<file path="src/rtl/tc_input_arbiter.sv">
// tc_input_arbiter: round-robin arbiter sharing TinyComp's input port (Ph0 clock, Reset, src_valid/src_data/src_enable/src_ready sources, InData/InRdy/InStrobe to TinyComp, underrun_cnt)
module tc_input_arbiter #(
    parameter int N_SRC = 4,
    parameter int DW    = 24,
    parameter int SRCW  = 3,
    parameter int UCW   = 16
) (
    input  logic                Ph0,
    input  logic                Reset,
    input  logic [N_SRC-1:0]    src_valid,
    input  logic [N_SRC*DW-1:0] src_data,
    output logic [N_SRC-1:0]    src_ready,
    input  logic [N_SRC-1:0]    src_enable,
    output logic [31:0]         InData,
    output logic                InRdy,
    input  logic                InStrobe,
    output logic [UCW-1:0]      underrun_cnt
);
    logic [N_SRC-1:0] elig;
    logic [N_SRC-1:0] rot;
    logic [SRCW-1:0]  rr_ptr;
    logic [SRCW-1:0]  win;
    logic [SRCW-1:0]  hold_src;
    logic [DW-1:0]    hold_data;
    logic [DW-1:0]    pay;
    logic             hold_vld;
    logic             found;
    logic             load;
    assign elig = src_valid & src_enable;
    assign rot  = N_SRC'({elig, elig} >> rr_ptr);
    assign load = (~hold_vld | InStrobe) & found & ~Reset;
    assign InRdy = hold_vld;
    assign InData = hold_vld ? 32'({hold_src, hold_data}) : 32'h0;
    always_comb begin
        win = '0;
        found = 1'b0;
        pay = '0;
        src_ready = '0;
        for (int k = N_SRC - 1; k >= 0; k--) begin
            if (rot[k]) begin
                win = SRCW'((int'(rr_ptr) + k) % N_SRC);
                found = 1'b1;
            end
        end
        for (int i = 0; i < N_SRC; i++) begin
            pay = (win == SRCW'(i)) ? src_data[i*DW +: DW] : pay;
            src_ready[i] = load && (win == SRCW'(i));
        end
    end
    always_ff @(posedge Ph0) begin
        if (Reset) begin
            hold_vld     <= 1'b0;
            hold_data    <= '0;
            hold_src     <= '0;
            rr_ptr       <= '0;
            underrun_cnt <= '0;
        end else begin
            if (load) begin
                hold_data <= pay;
                hold_src  <= win;
                hold_vld  <= 1'b1;
                rr_ptr    <= (win == SRCW'(N_SRC - 1)) ? '0 : win + 1'b1;
            end else if (hold_vld && InStrobe) begin
                hold_vld <= 1'b0;
            end
            if (!hold_vld && InStrobe && !(&underrun_cnt))
                underrun_cnt <= underrun_cnt + 1'b1;
        end
    end
endmodule

</file>
<file path="config.mk">
export PLATFORM = sky130hd
export DESIGN_NAME = tc_input_arbiter
export DESIGN_NICKNAME = d
export VERILOG_FILES = /design/src/rtl/tc_input_arbiter.sv
export SDC_FILE = /design/constraint.sdc
export NUM_CORES = 1
export LEC_CHECK = 0
export ABC_CLOCK_PERIOD_IN_PS = 4850
export CELL_PAD_IN_SITES_DETAIL_PLACEMENT = 0
export CELL_PAD_IN_SITES_GLOBAL_PLACEMENT = 1
export CORE_AREA = 5 5 109 111
export CTS_CLUSTER_SIZE = 28
export DETAILED_ROUTE_END_ITERATION = 16
export DIE_AREA = 0 0 114 116
export PLACE_DENSITY_LB_ADDON = 0.15
export SLEW_MARGIN = 0
export SYNTH_ARGS = -nofsm -noshare
export SYNTH_HDL_FRONTEND = slang
export SYNTH_SLANG_ARGS = --single-unit
export TNS_END_PERCENT = 100
</file>
<file path="constraint.sdc">
create_clock -name Ph0 -period 4.85 [get_ports Ph0]
set_clock_uncertainty 0.2 [all_clocks]
set_input_delay 1.455 -clock Ph0 [delete_from_list [all_inputs] [get_ports Ph0]]
set_output_delay 1.455 -clock Ph0 [all_outputs]
set_load 0.02 [all_outputs]
</file>
## Word-level counts from Yosys, hierarchy flattened

Index checks and enable logic that the tools add are counted.

- Register bits: 47
- Input port bits: 107
- Output and inout bits: 53
- Word-level logic and storage cells: 54

- $add $sub $neg: 5
- Equality and inequality tests: 3
- Shift operators: 1
- Muxes and demuxes: 16
- Bitwise logic cells: 9
- Reductions and logical operators: 15

Operators with widths:

| operator | count |
|---|---|
| $mux W24 | 4 |
| $mux W27 | 1 |
| $add A16 B1 Y16 const B | 1 |
| $reduce_and A16 Y1 | 1 |
| $mux W3 | 5 |
| $shr A8 B3 Y4 | 1 |
| $logic_and A1 B1 Y1 | 7 |
| $eq A3 B2 Y1 const B | 2 |
| $mux W1 | 6 |
| $reduce_or A2 Y1 | 3 |
| $add A2 B2 Y2 const B | 2 |
| $and A4 B4 Y4 | 1 |
| $add A3 B1 Y3 const B | 1 |
| $and A1 B1 Y1 const A | 3 |
| $eq A3 B1 Y1 const B | 1 |
| $logic_not A3 Y1 | 1 |
| $add A2 B1 Y2 const B | 1 |
| $and A1 B1 Y1 | 2 |
| $logic_not A1 Y1 | 2 |
| $not A1 Y1 | 2 |
| $reduce_bool A2 Y1 | 1 |
| $or A1 B1 Y1 | 1 |

## Logic depth before layout (Yosys ltp)

Gate-level depths: netlist of run 1.

- Depth after elaboration: 12
- Gate-level depth with buffers: 11
- Depth with buffers taken out: 9

## Worst setup path before layout of run 1

Ideal clock, no wire load.

- Path type: input -> output
- Start: input port src_valid[1]
- End: output port src_ready[3]
- Data arrival time: 3135 ps
- Required time: 3195 ps
- Slack: 60 ps
- Stages on the path: 7
- Buffers on the path: 1
- Cells stage by stage: and2_1 -> o311ai_0 -> inv_1 -> ha_1 -> inv_2 -> clkbuf_1 -> nor2_1

- Elaborated cells on any way between the ends: 14
- Classes of those cells: eq/ne: 1; shift: 1; mux: 8; bitwise: 3; reduce/logical: 1

RTL lines:

| item | RTL line | source |
|---|---|---|
| from (decl) | 10 | `input logic [N_SRC-1:0] src_valid,` |
| $and A4 B4 Y4 * | 29 | `assign elig = src_valid & src_enable;` |
| $shr A8 B3 Y4 * | 30 | `assign rot = N_SRC'({elig, elig} >> rr_ptr);` |
| $mux W3 (3 in a row) | 40 | `if (rot[k]) begin` |
| $mux W3 * | 40 |  |
| via win[0] | 22 | `logic [SRCW-1:0] win;` |
| $eq A3 B2 Y1 * | 47 | `src_ready[i] = load && (win == SRCW'(i));` |
| $logic_and A1 B1 Y1 * | 47 |  |
| to (decl) | 12 | `output logic [N_SRC-1:0] src_ready,` |

Mark *: on every way through the listed nets, which the timed path passes. The rest lies on a longest branch.

## Final worst setup path of run 1

- Start: input port src_enable[0]
- End: output port src_ready[1]

- Elaborated cells on any way between the ends: 14
- Classes of those cells: eq/ne: 1; shift: 1; mux: 8; bitwise: 3; reduce/logical: 1

RTL lines:

| item | RTL line | source |
|---|---|---|
| from (decl) | 13 | `input logic [N_SRC-1:0] src_enable,` |
| $and A4 B4 Y4 * | 29 |  |
| $shr A8 B3 Y4 * | 30 |  |
| $mux W3 (3 in a row) | 40 |  |
| $mux W3 * | 40 |  |
| via win[0] | 22 |  |
| $eq A3 B1 Y1 * | 47 |  |
| $logic_and A1 B1 Y1 * | 47 |  |

Marks and branches as above.

==> results of run 1 <==
[layout by cell type, fill, tap and decap left out, types with 6 or more instances in the layout]
cell	count
nor2_1	10
nand3_1	10
o22ai_1	23
clkdlybuf4s50_1	148
nand2_1	34
conb_1	6
inv_1	11
a221oi_1	23
a21oi_1	34
dfxtp_1	45
o21ai_0	7
buf_4	18
and2_1	27
or3_1	27
[cells by family (layout without fill, tap and decap cells)]
group,count (synthesis),after routing
AND/OR/NAND/NOR,135,135
AO/OA/AOI/OAI,113,113
buffers and inverters,47,191
flip-flops,45,45
adder cells (fa/ha/maj),5,5
multiplexers,2,2
other,1,6
[critical path: stages]
cell and delay (ps):
clkdlybuf4s50_1 510, nand2_1 90, o31a_1 240, o311ai_1 80, buf_4 190, inv_2 50, ha_1 200, inv_1 70
nor2_1 50, buf_4 150
[synth_stat cells (2+ instances only)]
| library cell | count |
|---|---|
| o22ai_1 | 23 |
| inv_1 | 12 |
| o31ai_1 | 5 |
| or2_2 | 3 |
| and3_1 | 2 |
| clkbuf_1 | 14 |
| nand4_1 | 4 |
| buf_2 | 12 |
| nand2b_1 | 2 |
| nand3_1 | 10 |
| dfxtp_1 | 45 |
| a21oi_1 | 34 |
| buf_4 | 6 |
| buf_6 | 2 |
| ha_1 | 5 |
| o21ai_0 | 8 |
| o311ai_0 | 5 |
| or4_1 | 4 |
| o41ai_1 | 4 |
| and2_1 | 27 |
| o31a_1 | 2 |
| a221oi_1 | 23 |
| nor2b_1 | 4 |
| nor2_1 | 10 |
| or3_1 | 27 |
| nand2_1 | 34 |
[metrics by stage]
| step | cells | setup WS, ps |
|---|---|---|
| 6_report | 637 | 109.2 |
| 5_1_grt | 637 | -5.544 |
| 2_1_floorplan | 353 | 60.30 |
| 4_1_cts | 637 | 11.50 |
| 3_5_place_dp | 629 | -415.2 |
| 3_3_place_gp | 629 | -376.7 |
[flip-flops by register name, indices dropped and copies added (netlist names)]
register,cells
underrun_cnt,16
hold_data,24
hold_src,2
rr_ptr,2
InRdy,1
[per-layer routing]
layer	up-vias	global-route usage, %	part of all wire, %	wire, um
met5	-	0	0	0
met4	0	2.930	0.54	56
met3	4	6.475	9.2	951
met2	100	27.95	49	5080
met1	1441	18.09	41	4244
li1	1585	-	-	-
[power groups by stage]
stage / clock [mW] / combinational (mW) / sequential, mW
3_3_place_gp: 0 / 0.360 / 0.417
6_report: 0.340 / 0.356 / 0.409
5_1_grt: 0.368 / 0.394 / 0.413
4_1_cts: 0.354 / 0.361 / 0.409
2_1_floorplan: 0 / 0.185 / 0.416
3_5_place_dp: 0 / 0.360 / 0.418
[final timing paths]
check | slack, ps | endpoint | cells past startpoint
max reg2reg | 2050 | hold_data[10] | 12
min | 250 | hold_data[2] | 2
min reg2reg | 250 | hold_data[2] | 2
max | 110 | src_ready[1] | 10
[final cells by class]
cell class	count	area share (%)
inverters	13	1.075
multi-input cells	261	35.89
flip-flops and latches	45	19.85
well taps	140	3.859
clock buffers	5	1.516
clock inverters	3	1.433
repair buffers	170	36.38
==> flow_metrics.py, run 1 <==
metrics = {
    "logic_synthesis": {
        "synth_compound_area_share_pct": 28.02,
        "synth.distinct_cells": 47,
        "synth_area_leader_cell": "dfxtp_1",
        "synth.top_cells.by_area": "dfxtp_1, a221oi_1, a21oi_1",
        "synth_edf_count": 0,
        "syn_avg_cell_area_um2": 7.852,
        "ys.flop_type": "dfxtp_1",
        "synthArstFlopShare_pct": 0,
        "synthesis.instances": 348,
        "ys_seq_area_share_pct": 32.97,
        "ys_warn_count": 0,
        "synth_fa_ha_area_share_pct": 2.289,
        "yosys.area.top_type_share_pct": 32.97,
        "synth_mux_area_share_pct": 0.7784,
        "synth-simple-area-share_pct": 27.43,
        "synthesis.area_mm2": 0.002733,
        "ys_ff_latch": 45,
        "synth_xor_area_share_pct": 0,
        "synth_top_family_by_area": "compound AO/OA/AOI/OAI gates",
    },
    "pwr": {
        "total_power_mw": 1.105,
        "p_seq_share_pct": 37.0,
        "switching_share_pct": 28.56,
        "internal_power_mw": 0.7891,
        "clockPowerShare_pct": 30.8,
        "leakagePower_nw": 1.600,
        "p_comb_share_pct": 32.2,
        "powerDensity_mw_per_mm2": 243.3,
        "p_sw_mw": 0.3155,
        "ir_worst_vdd_mv": 0.09879,
    },
    "clock_network": {
        "clkSinkCount": 45,
        "clock_latency_ps": 300,
        "htreeDepth": 2,
        "cts_setup_buffers": 0,
        "hold_buffers": 0,
        "cts_inserted_buffers": 5,
        "cts_root_buf": "clkbuf_8",
        "ctsResizeCount": 14,
        "cts_max_path_buffers": 2,
        "clk_pin_slew_ps": 90,
        "tritoncts": "done",
    },
    "critical_path": {
        "rr_startpoint": "rr_ptr[1]",
        "critPathCaptureType": "output pin",
        "crit_type": "primary input to output pin",
        "startpoint_type": "primary input",
        "startpoint": "src_enable[0]",
        "required_ps": 3190,
        "worstPathArrival_ps": 3090,
        "critPathMaxFanout": 4,
    },
    "final_layout": {
        "num-fill-cells": 1120,
        "syn_to_final_growth_pct": 66.12,
        "final_nets": 608,
        "utilization_pct": 42.43,
        "n_antenna_cell": 0,
        "layout-drive-gt1-share_pct": 8.652,
        "multi_input_area_mm2": 0.001629,
        "fin_area_mm2": 0.004539,
        "register_area_um2": 900.9,
    },
    "detailed_routing": {
        "wire_per_inst_um": 16.22,
        "vias": 3130,
        "vias_per_cell": 4.914,
        "drc": 0,
        "ant_nets": 0,
        "drt_iter0_markers": 167,
        "routed_wl_um": 10330,
        "dr.pass1.iters": 4,
    },
    "global_routing": {
        "antenna_found_initial": 0,
        "grt_first_pass_wirelength_um": 16770,
        "track_usage_pct": 15.80,
        "grt_pass1_vias": 3272,
        "overflow": 0,
        "grt_max_degree": 51,
    },
    "sta": {
        "finalSetupViolCount": 0,
        "finalCriticalPeriod_ps": 4741,
        "finalCritPeriodShare_pct": 97.75,
        "holdWs_ps": 254.4,
        "setup_tns_ps": 0,
        "slew_headroom_pct": 37.61,
        "tightest_slew_ps": 928.1,
        "hold_viol": 0,
        "max_freq_mhz": 210.9,
        "slew_viol_final": 0,
    },
    "placed_design": {
        "dp_hpwl_um": 7741,
        "placed_area_mm2": 0.004414,
        "gp_congestion": 0.8181,
        "numPortBuffers": 153,
    },
    "run": {
        "cap_violations": 0,
    },
    "die": {
        "row_count": 38,
        "die_w_um": 114,
        "core_mm2": 0.01070,
        "die_area_mm2": 0.01322,
        "die_h_um": 116,
        "start_util_pct": 25.54,
        "io_pins": 160,
    },
    "status": {
        "run_status": "complete, no violations",
    },
    "worst_hold_path": {
        "hold_path.class": "flip-flop to flip-flop",
        "holdCritStartpoint": "hold_data[2]",
    },
}
No activity file was read; power rests on OpenSTA's default activity.
==> run 2: changes to the inputs <==
- ABC_AREA: unset -> 0
- GPL_TIMING_DRIVEN: unset -> 0
- MAX_ROUTING_LAYER: unset -> met4
==> run 2 against run 1 <==
Compared with the run above:
- via count increased by 2.7%
- sequential power about the same
- register-to-register slack got worse by 190 ps
- non-clock buffer count increased by 18
- final area increased by 2.3%
- highest routed layer unchanged
==> flow_metrics.py, run 2 (synthesized netlist as in run 1, its figures left out) <==
metrics = {
    "sta": {
        "tightest_slew_ps": 587.4,
        "finalCritPeriodShare_pct": 97.69,
        "max_freq_mhz": 211.1,
        "slew_viol_final": 0,
        "finalCriticalPeriod_ps": 4738,
        "rsz0062_at_grt": "no",
        "holdWs_ps": 252.2,
        "hold_viol": 0,
        "fin_ws_ps": 112.1,
        "slew_headroom_pct": 60.84,
        "setup_tns_ps": 0,
        "finalSetupViolCount": 0,
    },
    "worst_hold_path": {
        "holdCritStartpoint": "hold_data[17]",
        "hold_path.class": "flip-flop to flip-flop",
        "min_to": "hold_data[17]",
        "whs_path_depth": 2,
    },
    "clock_network": {
        "tritoncts": "done",
        "cts_root_buf": "clkbuf_8",
        "clock_latency_ps": 300,
        "cts_max_path_buffers": 2,
        "clk_pin_slew_ps": 90,
        "htreeDepth": 2,
        "clkSinkCount": 45,
        "cts_inserted_buffers": 5,
    },
    "critical_path": {
        "crit_slowest_cell": "clkdlybuf4s50_1",
        "worstPathArrival_ps": 3080,
        "r2r_slack_ps": 1860,
        "required_ps": 3190,
        "rr_startpoint": "rr_ptr[1]",
        "worstRegToRegCells": 12,
        "crit_path_max_incr_delay_ps": 410,
        "cp_cell_sequence": "clkdlybuf4s50_1 -> and2_1 -> o311ai_4 -> inv_2 -> ha_1 -> buf_6 -> inv_1 -> nor2_1 -> buf_2",
        "critical_path.top_delay_family": "buffers and inverters",
        "critPathBufInv": 5,
        "critPathCaptureType": "output pin",
        "critPathMaxFanout": 4,
        "reg2reg_to": "hold_data[9]",
        "crit_type": "primary input to output pin",
        "startpoint": "src_valid[1]",
        "startpoint_type": "primary input",
    },
    "pwr": {
        "leakagePower_nw": 1.681,
        "ir_worst_vdd_mv": 0.1078,
        "total_power_mw": 1.116,
        "powerDensity_mw_per_mm2": 240.4,
    },
    "placed_design": {
        "gp_congestion": 0.7845,
        "dp_hpwl_um": 8716,
        "dpl.cell_count": 646,
        "dp_slack_ps": -1373,
        "numPortBuffers": 153,
    },
    "final_layout": {
        "registers.top_by_ff_count": "hold_data",
        "layout-drive-gt1-share_pct": 9.903,
        "top_regs": "hold_data: 24 flops, underrun_cnt: 16 flops",
        "largest_reg_flops": 24,
        "final_nets": 626,
        "final_common_cell": "clkdlybuf4s50_1",
        "final_cells": 655,
        "final_cell_mix": "clkdlybuf4s50_1, dfxtp_1, a21oi_1, nand2_1",
        "syn_to_final_growth_pct": 69.87,
        "n_antenna_cell": 0,
        "num-fill-cells": 1119,
    },
    "global_routing": {
        "grt_first_pass_wirelength_um": 17060,
        "antenna_found_initial": 0,
        "grt_pass1_vias": 3351,
        "overflow": 0,
        "grt_max_degree": 17,
        "track_usage_pct": 16.91,
    },
    "detailed_routing": {
        "drt_iter0_markers": 117,
        "vias": 3215,
        "drc": 0,
        "vias_per_cell": 4.908,
        "routed_wl_um": 10960,
        "ant_nets": 0,
        "dr.pass1.iters": 4,
        "wire_per_inst_um": 16.73,
    },
    "status": {
        "run_status": "complete, no violations",
    },
    "die": {
        "die_w_um": 114,
        "row_count": 38,
        "die_h_um": 116,
        "core_mm2": 0.01070,
        "start_util_pct": 25.54,
        "io_pins": 160,
        "die_area_mm2": 0.01322,
    },
    "run": {
        "cap_violations": 0,
    },
}
## run 2: area by class of cell
cell class / instances / area [um2] / area share, %
multi-input cells: 261 / 1653 / 35.61
repair buffers: 157 / 1554 / 33.48
flip-flops and latches: 45 / 900.9 / 19.41
well taps: 140 / 175.2 / 3.774
plain buffers: 31 / 173.9 / 3.747
clock buffers: 5 / 68.82 / 1.482
clock inverters: 3 / 65.06 / 1.402
inverters: 13 / 51.30 / 1.105
## run 2: worst max path at each step
stage	endpoint	slack, ps	cells after the start
after floorplan	src_ready[3]	60	7
after global placement	src_ready[3]	-1350	9
after detailed placement	src_ready[3]	-1370	9
after CTS	src_ready[1]	0.7	10
after global routing	src_ready[1]	9	9
final	src_ready[1]	110	9
## run 2: what timing repair did
item / 4_1_cts / 5_1_grt
pin swaps: 1 / 2
endpoints found under the hold margin: 0 / 0
setup buffers: 4 / 0
hold buffers: 0 / 0
setup endpoints to repair: 4 / 4
resized for setup: 26 / 8
## run 2: where the power goes
part	leakage, nW	switching (mW)	internal (mW)
registers	0.367	0.0152	0.395
clock network	0.0681	0.139	0.205
logic	1.25	0.171	0.191
## run 2: through the flow
step | utilization [%] | instance area [um2]
global route | 43.39 | 4642
finish | 43.39 | 4642
detailed placement | 41.67 | 4458
CTS | 43.25 | 4627
floorplan | - | 2751
global placement | 41.67 | 4458
## run 2: tightest hold or removal path, delay by kind of cell, from the launching register on
| kind | cells | cell delay [ps] |
|---|---|---|
| compound gates | 1 | 50 |
| flops | 1 | 310 |
| simple gates | 1 | 50 |
## run 2: per-layer routing
| layer | wire [um] | global-route usage [%] |
|---|---|---|
| met1 | 4528 | 19.00 |
| met2 | 5412 | 29.43 |
| met3 | 896 | 5.587 |
| met4 | 117 | 3.484 |
| met5 | 0 | - |
